### config.mk
export PLATFORM = sky130hd
export DESIGN_NAME = data_demux
export DESIGN_NICKNAME = d
export VERILOG_FILES = /design/src/rtl/data_demux.sv
export SDC_FILE = /design/constraint.sdc
export NUM_CORES = 1
export LEC_CHECK = 0
export BUFFER_PORTS_ARGS = -buffer_cell sky130_fd_sc_hd__buf_2
export CAP_MARGIN = 10
export CELL_PAD_IN_SITES_DETAIL_PLACEMENT = 0
export CELL_PAD_IN_SITES_GLOBAL_PLACEMENT = 1
export CORE_MARGIN = 5
export CORE_UTILIZATION = 39
export DETAILED_ROUTE_END_ITERATION = 10
export MAX_ROUTING_LAYER = met4
export PLACE_DENSITY_LB_ADDON = 0.1
export SLEW_MARGIN = 20
export SYNTH_ARGS = -nofsm -noshare
export SYNTH_HDL_FRONTEND = slang
export SYNTH_SLANG_ARGS = --single-unit
### constraint.sdc
create_clock -name clk -period 2.2 [get_ports clk]
set_clock_uncertainty 0.1 [all_clocks]
set_input_delay 0.33 -clock clk [delete_from_list [all_inputs] [get_ports clk]]
set_output_delay 0.33 -clock clk [all_outputs]
set_load 0.02 [all_outputs]
### src/rtl/data_demux.sv
// -----------------------------------------------------------------------------
// data_demux
//
// Receive-side demultiplexer for the time-division stream built by data_mux.
// A dwell counter and a slot counter track where the stream is. Each slot's
// sample goes to its own output register, with a one-cycle valid strobe.
//
// Ports
//   clk               in   1   system clock, rising edge
//   rst               in   1   synchronous active-high reset
//   switch_clk_cycles in   3   dwell length N per slot (0 treated as 1)
//   mode              in   2   stream count M (0 = idle, 1..3 streams)
//   mux_valid         in   1   stream aligned; rising edge marks slot 0
//   mux_data          in   8   multiplexed data word
//   DS1_out/DS2_out/DS3_out
//                     out  8   last captured sample per stream
//   ds_valid          out  3   one-cycle capture strobe, bit k = stream k+1
//   slot              out  2   current slot index (0 in IDLE)
//   frame_cnt         out  16  completed-frame count (DEMUX_FRAME_CNT_EN only)
//
// Optional feature macro: DEMUX_FRAME_CNT_EN adds the frame_cnt output.
// -----------------------------------------------------------------------------
module data_demux (
    input  logic        clk,
    input  logic        rst,
    input  logic [2:0]  switch_clk_cycles,
    input  logic [1:0]  mode,
    input  logic        mux_valid,
    input  logic [7:0]  mux_data,
    output logic [7:0]  DS1_out,
    output logic [7:0]  DS2_out,
    output logic [7:0]  DS3_out,
    output logic [2:0]  ds_valid,
    output logic [1:0]  slot
`ifdef DEMUX_FRAME_CNT_EN
    ,
    output logic [15:0] frame_cnt
`endif
);

    typedef enum logic {
        ST_IDLE = 1'b0,
        ST_RUN  = 1'b1
    } state_t;

    state_t      state_q, state_d;
    logic [2:0]  n_q, n_d;
    logic [1:0]  m_q, m_d;
    logic [2:0]  cnt_q, cnt_d;
    logic [1:0]  slot_q, slot_d;
    logic [7:0]  ds1_q, ds1_d;
    logic [7:0]  ds2_q, ds2_d;
    logic [7:0]  ds3_q, ds3_d;
    logic [2:0]  ds_valid_q, ds_valid_d;
`ifdef DEMUX_FRAME_CNT_EN
    logic [15:0] fc_q, fc_d;
`endif

    // Context of the cycle being processed. In IDLE, the cycle that starts a
    // run is dwell 1 of slot 0, using the configuration being latched right now.
    logic [2:0]  eff_n_s;
    logic        active_s;
    logic [2:0]  cur_n_s;
    logic [1:0]  cur_m_s;
    logic [2:0]  cur_cnt_s;
    logic [1:0]  cur_slot_s;

    // Next-state logic for the slot/dwell tracker and the capture registers.
    always_comb begin
        eff_n_s    = (switch_clk_cycles == 3'd0) ? 3'd1 : switch_clk_cycles;

        state_d    = state_q;
        n_d        = n_q;
        m_d        = m_q;
        cnt_d      = cnt_q;
        slot_d     = slot_q;
        ds1_d      = ds1_q;
        ds2_d      = ds2_q;
        ds3_d      = ds3_q;
        ds_valid_d = 3'b000;
`ifdef DEMUX_FRAME_CNT_EN
        fc_d       = fc_q;
`endif

        case (state_q)
            ST_IDLE: begin
                active_s   = mux_valid && (mode != 2'd0);
                cur_n_s    = eff_n_s;
                cur_m_s    = mode;
                cur_cnt_s  = 3'd1;
                cur_slot_s = 2'd0;
                if (mux_valid) begin
                    n_d = eff_n_s;
                    m_d = mode;
                end else begin
                    n_d = n_q;
                    m_d = m_q;
                end
            end
            ST_RUN: begin
                active_s   = mux_valid;
                cur_n_s    = n_q;
                cur_m_s    = m_q;
                cur_cnt_s  = cnt_q;
                cur_slot_s = slot_q;
            end
            default: begin
                active_s   = 1'b0;
                cur_n_s    = 3'd1;
                cur_m_s    = 2'd0;
                cur_cnt_s  = 3'd1;
                cur_slot_s = 2'd0;
            end
        endcase

        // A dropped mux_valid aborts the run before any capture is considered.
        if (active_s) begin
            state_d = ST_RUN;
            if (cur_cnt_s == cur_n_s) begin
                case (cur_slot_s)
                    2'd0:    ds1_d = mux_data;
                    2'd1:    ds2_d = mux_data;
                    default: ds3_d = mux_data;
                endcase
                ds_valid_d = 3'b001 << cur_slot_s;
                cnt_d      = 3'd1;
                // Frame boundary: take on the new configuration for the next frame.
                if (cur_slot_s == (cur_m_s - 2'd1)) begin
                    slot_d = 2'd0;
                    n_d    = eff_n_s;
                    m_d    = mode;
`ifdef DEMUX_FRAME_CNT_EN
                    fc_d   = fc_q + 16'd1;
`endif
                    if (mode == 2'd0) begin
                        state_d = ST_IDLE;
                    end else begin
                        state_d = ST_RUN;
                    end
                end else begin
                    slot_d = cur_slot_s + 2'd1;
                end
            end else begin
                cnt_d  = cur_cnt_s + 3'd1;
                slot_d = cur_slot_s;
            end
        end else begin
            state_d = ST_IDLE;
            cnt_d   = 3'd1;
            slot_d  = 2'd0;
        end
    end

    // State and output registers with synchronous reset.
    always_ff @(posedge clk) begin
        if (rst) begin
            state_q    <= ST_IDLE;
            n_q        <= 3'd1;
            m_q        <= 2'd0;
            cnt_q      <= 3'd1;
            slot_q     <= 2'd0;
            ds1_q      <= 8'h00;
            ds2_q      <= 8'h00;
            ds3_q      <= 8'h00;
            ds_valid_q <= 3'b000;
`ifdef DEMUX_FRAME_CNT_EN
            fc_q       <= 16'd0;
`endif
        end else begin
            state_q    <= state_d;
            n_q        <= n_d;
            m_q        <= m_d;
            cnt_q      <= cnt_d;
            slot_q     <= slot_d;
            ds1_q      <= ds1_d;
            ds2_q      <= ds2_d;
            ds3_q      <= ds3_d;
            ds_valid_q <= ds_valid_d;
`ifdef DEMUX_FRAME_CNT_EN
            fc_q       <= fc_d;
`endif
        end
    end

    assign DS1_out  = ds1_q;
    assign DS2_out  = ds2_q;
    assign DS3_out  = ds3_q;
    assign ds_valid = ds_valid_q;
    assign slot     = slot_q;
`ifdef DEMUX_FRAME_CNT_EN
    assign frame_cnt = fc_q;
`endif

endmodule

==> flow_summary.ini <==
[clocking]
clock_sink_count = 38
cts_buffers = 5
clk_pin_slew_ns = 0.07
cts_post_setup_buffers_inserted = 0
cts_max_level = 2
clock_tree_from_tritoncts = yes
clk_root_buffer_cell = clkbuf_8
cts_buffer_depth = 2
clk_latency_ns = 0.28
cts-hold-fix-buffers = 0
postCtsResizedCells = 0

[route]
detail_route.first_pass.iterations = 4
drtIter0Drc = 70
num_vias = 1349
drt.antenna.violating_nets = 0
route.detailed.drc = 0
wl_um = 3740
drt-vias-per-instance = 4.94
avgRoutedWirePerCell_um = 13.7

[critical_path]
critical_path_arrival_ns = 2.00
worstSetupEndpointType = flip-flop
setup.worst_path.class = reg -> reg
worstSetupStartpointType = flip-flop
critical_path.top_delay_family = simple AND/OR/NAND/NOR gates
worst_path_max_delay_cell = dfxtp_1
timing.critical_path.fanout_max = 11
critical-path-max-stage-delay_ns = 0.51
cp.buffers_inverters = 1
critical_path.cell_chain = and2_1, inv_2, ha_1, nor2b_1, nand4_4, mux2i_1, nor2_1
worstPathRequired_ns = 2.27

[logic_synthesis]
yosysTopAreaCellShare_pct = 44.9
synth_edf_count = 0
synthesis.yosys.warnings = 0
synth.yosys.seq_area_share_pct = 44.9
synth_area_per_cell_um2 = 9.80
mappedNetlistNets = 192
synthMostInstantiatedCell = dfxtp_1
mappedNetlistArea_mm2 = 0.00170
synth_async_sr_flop_share_pct = 0
ys_ff_latch = 38
post_synth_inst_count = 173
synth.distinct_cells = 34
leading_cell_types_by_count_after_synthesis = 38 x dfxtp_1, 35 x nor2_1, 26 x mux2i_1
predominant_post_synthesis_flop_cell = dfxtp_1
synthTopCellsByArea = dfxtp_1 45%, mux2i_1 15%, nor2_1 7.7%, nand2b_1 2.6%, nand4_4 2.5%
yosys.area.top_type = dfxtp_1

[power_and_ir_drop]
peak_supply_drop_mv = 0.334
fin_total_pwr_uw = 1390
total_leakage_power_uw = 0.000997
powerDensity_mw_per_mm2 = 677

[floorplanning]
number_of_top_level_pins = 45
die_h_um = 75.9
placeableCoreArea_mm2 = 0.00429
design.die.area_mm2 = 0.00577
floorplan.initialDensity_pct = 39.5
chipWidth_um = 75.9
rows = 24

[final_layout]
post-route-util_pct = 47.9
design_area_mm2 = 0.00206
num-fill-cells = 416
drive_above_1_share_pct = 29.9
fin_nets = 239
multiInputGateArea_um2 = 877
antenna_cells = 0
register_area_um2 = 761
layout-area-overhead-vs-synth_pct = 21.3

[global_routing]
grt_start_max_net_pins = 25
grt_use_total_pct = 13.4
first_pass_grt_wire_length_um = 6150
grt_pass1_vias = 1294
grt_antenna_before_repair = 0
grt.overflow.total = 0

[placed_design]
placed_area_mm2 = 0.00196
detailedPlacementHpwl_um = 2800
portbufs = 44
gp_congestion = 0.814

[timing]
setup_viol = 0
report.final.slew_viol_count = 0
hold_ws_ns = 0.207
fin_tns_setup_ns = 0
fin_crit_sh_pct = 87.8
worst-slew-pin-transition_ns = 0.444
max_freq_mhz = 518
timing_hold_violations_final = 0
slew_headroom_pct = 70.2
layout_min_cycle_time_ns = 1.93
rsz0062_at_grt = false

[status]
run_status = completed

[flow_run]
maxCapViolations = 0

[min_path]
worstHoldPathType = in -> reg
## layer usage
layer,share of wire [%],up-vias,track usage (%)
li1,-,692,-
met1,44,615,15.3
met2,49,37,21.4
met3,6.5,5,4.86
met4,1.0,0,4.80
met5,0,-,-
## path summary, 6_finish.rpt
path | start | to | slack [ns] | depth (start not counted)
setup / recovery | state_q$_SDFF_PP0_ | DS1_out[6]$_SDFFE_PP0P_ | 0.27 | 7
hold / removal | mux_data[7] | DS1_out[7]$_SDFFE_PP0P_ | 0.21 | 3
setup reg to reg | state_q$_SDFF_PP0_ | DS1_out[6]$_SDFFE_PP0P_ | 0.27 | 7
hold reg to reg | DS3_out[5]$_SDFFE_PP0P_ | DS3_out[5]$_SDFFE_PP0P_ | 0.39 | 2
## worst reg2reg max path, delay by kind of cell, from the launching register on
kind,cells,cell delay (ns)
DFF,1,0.51
adders and majority gates,1,0.18
buffers and inverters,1,0.08
muxes,1,0.23
and+or+nand+nor,4,0.72
## final cells by class
class	instances	area share [%]
tap	52	3.16
clock buffer	7	4.20
inverter	5	0.913
multi-input combinational	123	42.7
timing repair buffer	47	11.8
clock inverter	1	0.243
sequential	38	37.0
## cells in the final DEF, fill, tap and decap left out
| cell | instances |
|---|---|
| inv_1 | 2 |
| inv_2 | 3 |
| a31o_4 | 1 |
| nor3_1 | 4 |
| a21oi_1 | 4 |
| ha_1 | 3 |
| nand3b_1 | 3 |
| o22ai_1 | 1 |
| a22oi_1 | 2 |
| nand4_4 | 2 |
| clkbuf_1 | 1 |
| a32o_2 | 1 |
| nor3b_2 | 2 |
| buf_2 | 44 |
| mux2i_1 | 26 |
| nand2b_1 | 7 |
| and2_1 | 3 |
| a221oi_2 | 1 |
| buf_4 | 3 |
| and3_1 | 1 |
| a221o_1 | 4 |
| nand2_4 | 1 |
| clkinv_2 | 1 |
| nor2_1 | 35 |
| nand4_1 | 1 |
| xnor2_1 | 3 |
| nor3_2 | 1 |
| clkbuf_8 | 6 |
| nand3_1 | 3 |
| nand2_1 | 9 |
| nor2b_1 | 2 |
| xor2_1 | 1 |
| a22o_1 | 1 |
| dfxtp_1 | 38 |
| o41a_1 | 1 |
## flip-flops by register name (all words and copies together), names as in the netlist
register / flops
m_q: 2
cnt_q: 3
n_q: 3
DS2_out: 8
slot: 2
DS1_out: 8
DS3_out: 8
ds_valid: 3
state_q: 1
## kinds of logic (layout without fill, tap and decap cells)
logic type      after synthesis  count (layout)  synth area share [%]
simple gates                 74              74                  23.5
mux                          26              26                  15.4
compound gates               16              16                  8.56
flops                        38              38                  44.9
buf+inv                      12              60                  3.39
fa+ha+maj                     3               3                  2.21
xor+xnor                      4               4                  2.07
## power by group
| part | switching [uW] | total (uW) | internal, uW |
|---|---|---|---|
| Sequential | 21.4 | 733 | 711 |
| Clock | 236 | 488 | 253 |
| Combinational | 96.6 | 171 | 74.5 |
| Total | 354 | 1390 | 1040 |
## per-stage QoR
step | std cells | setup WS (ns)
floorplan | 173 | 0.343
global placement | 265 | 0.293
detailed placement | 265 | 0.276
CTS | 273 | 0.243
global route | 273 | 0.169
finish | 273 | 0.269
Note: power is estimated with default switching activity, not from simulation.
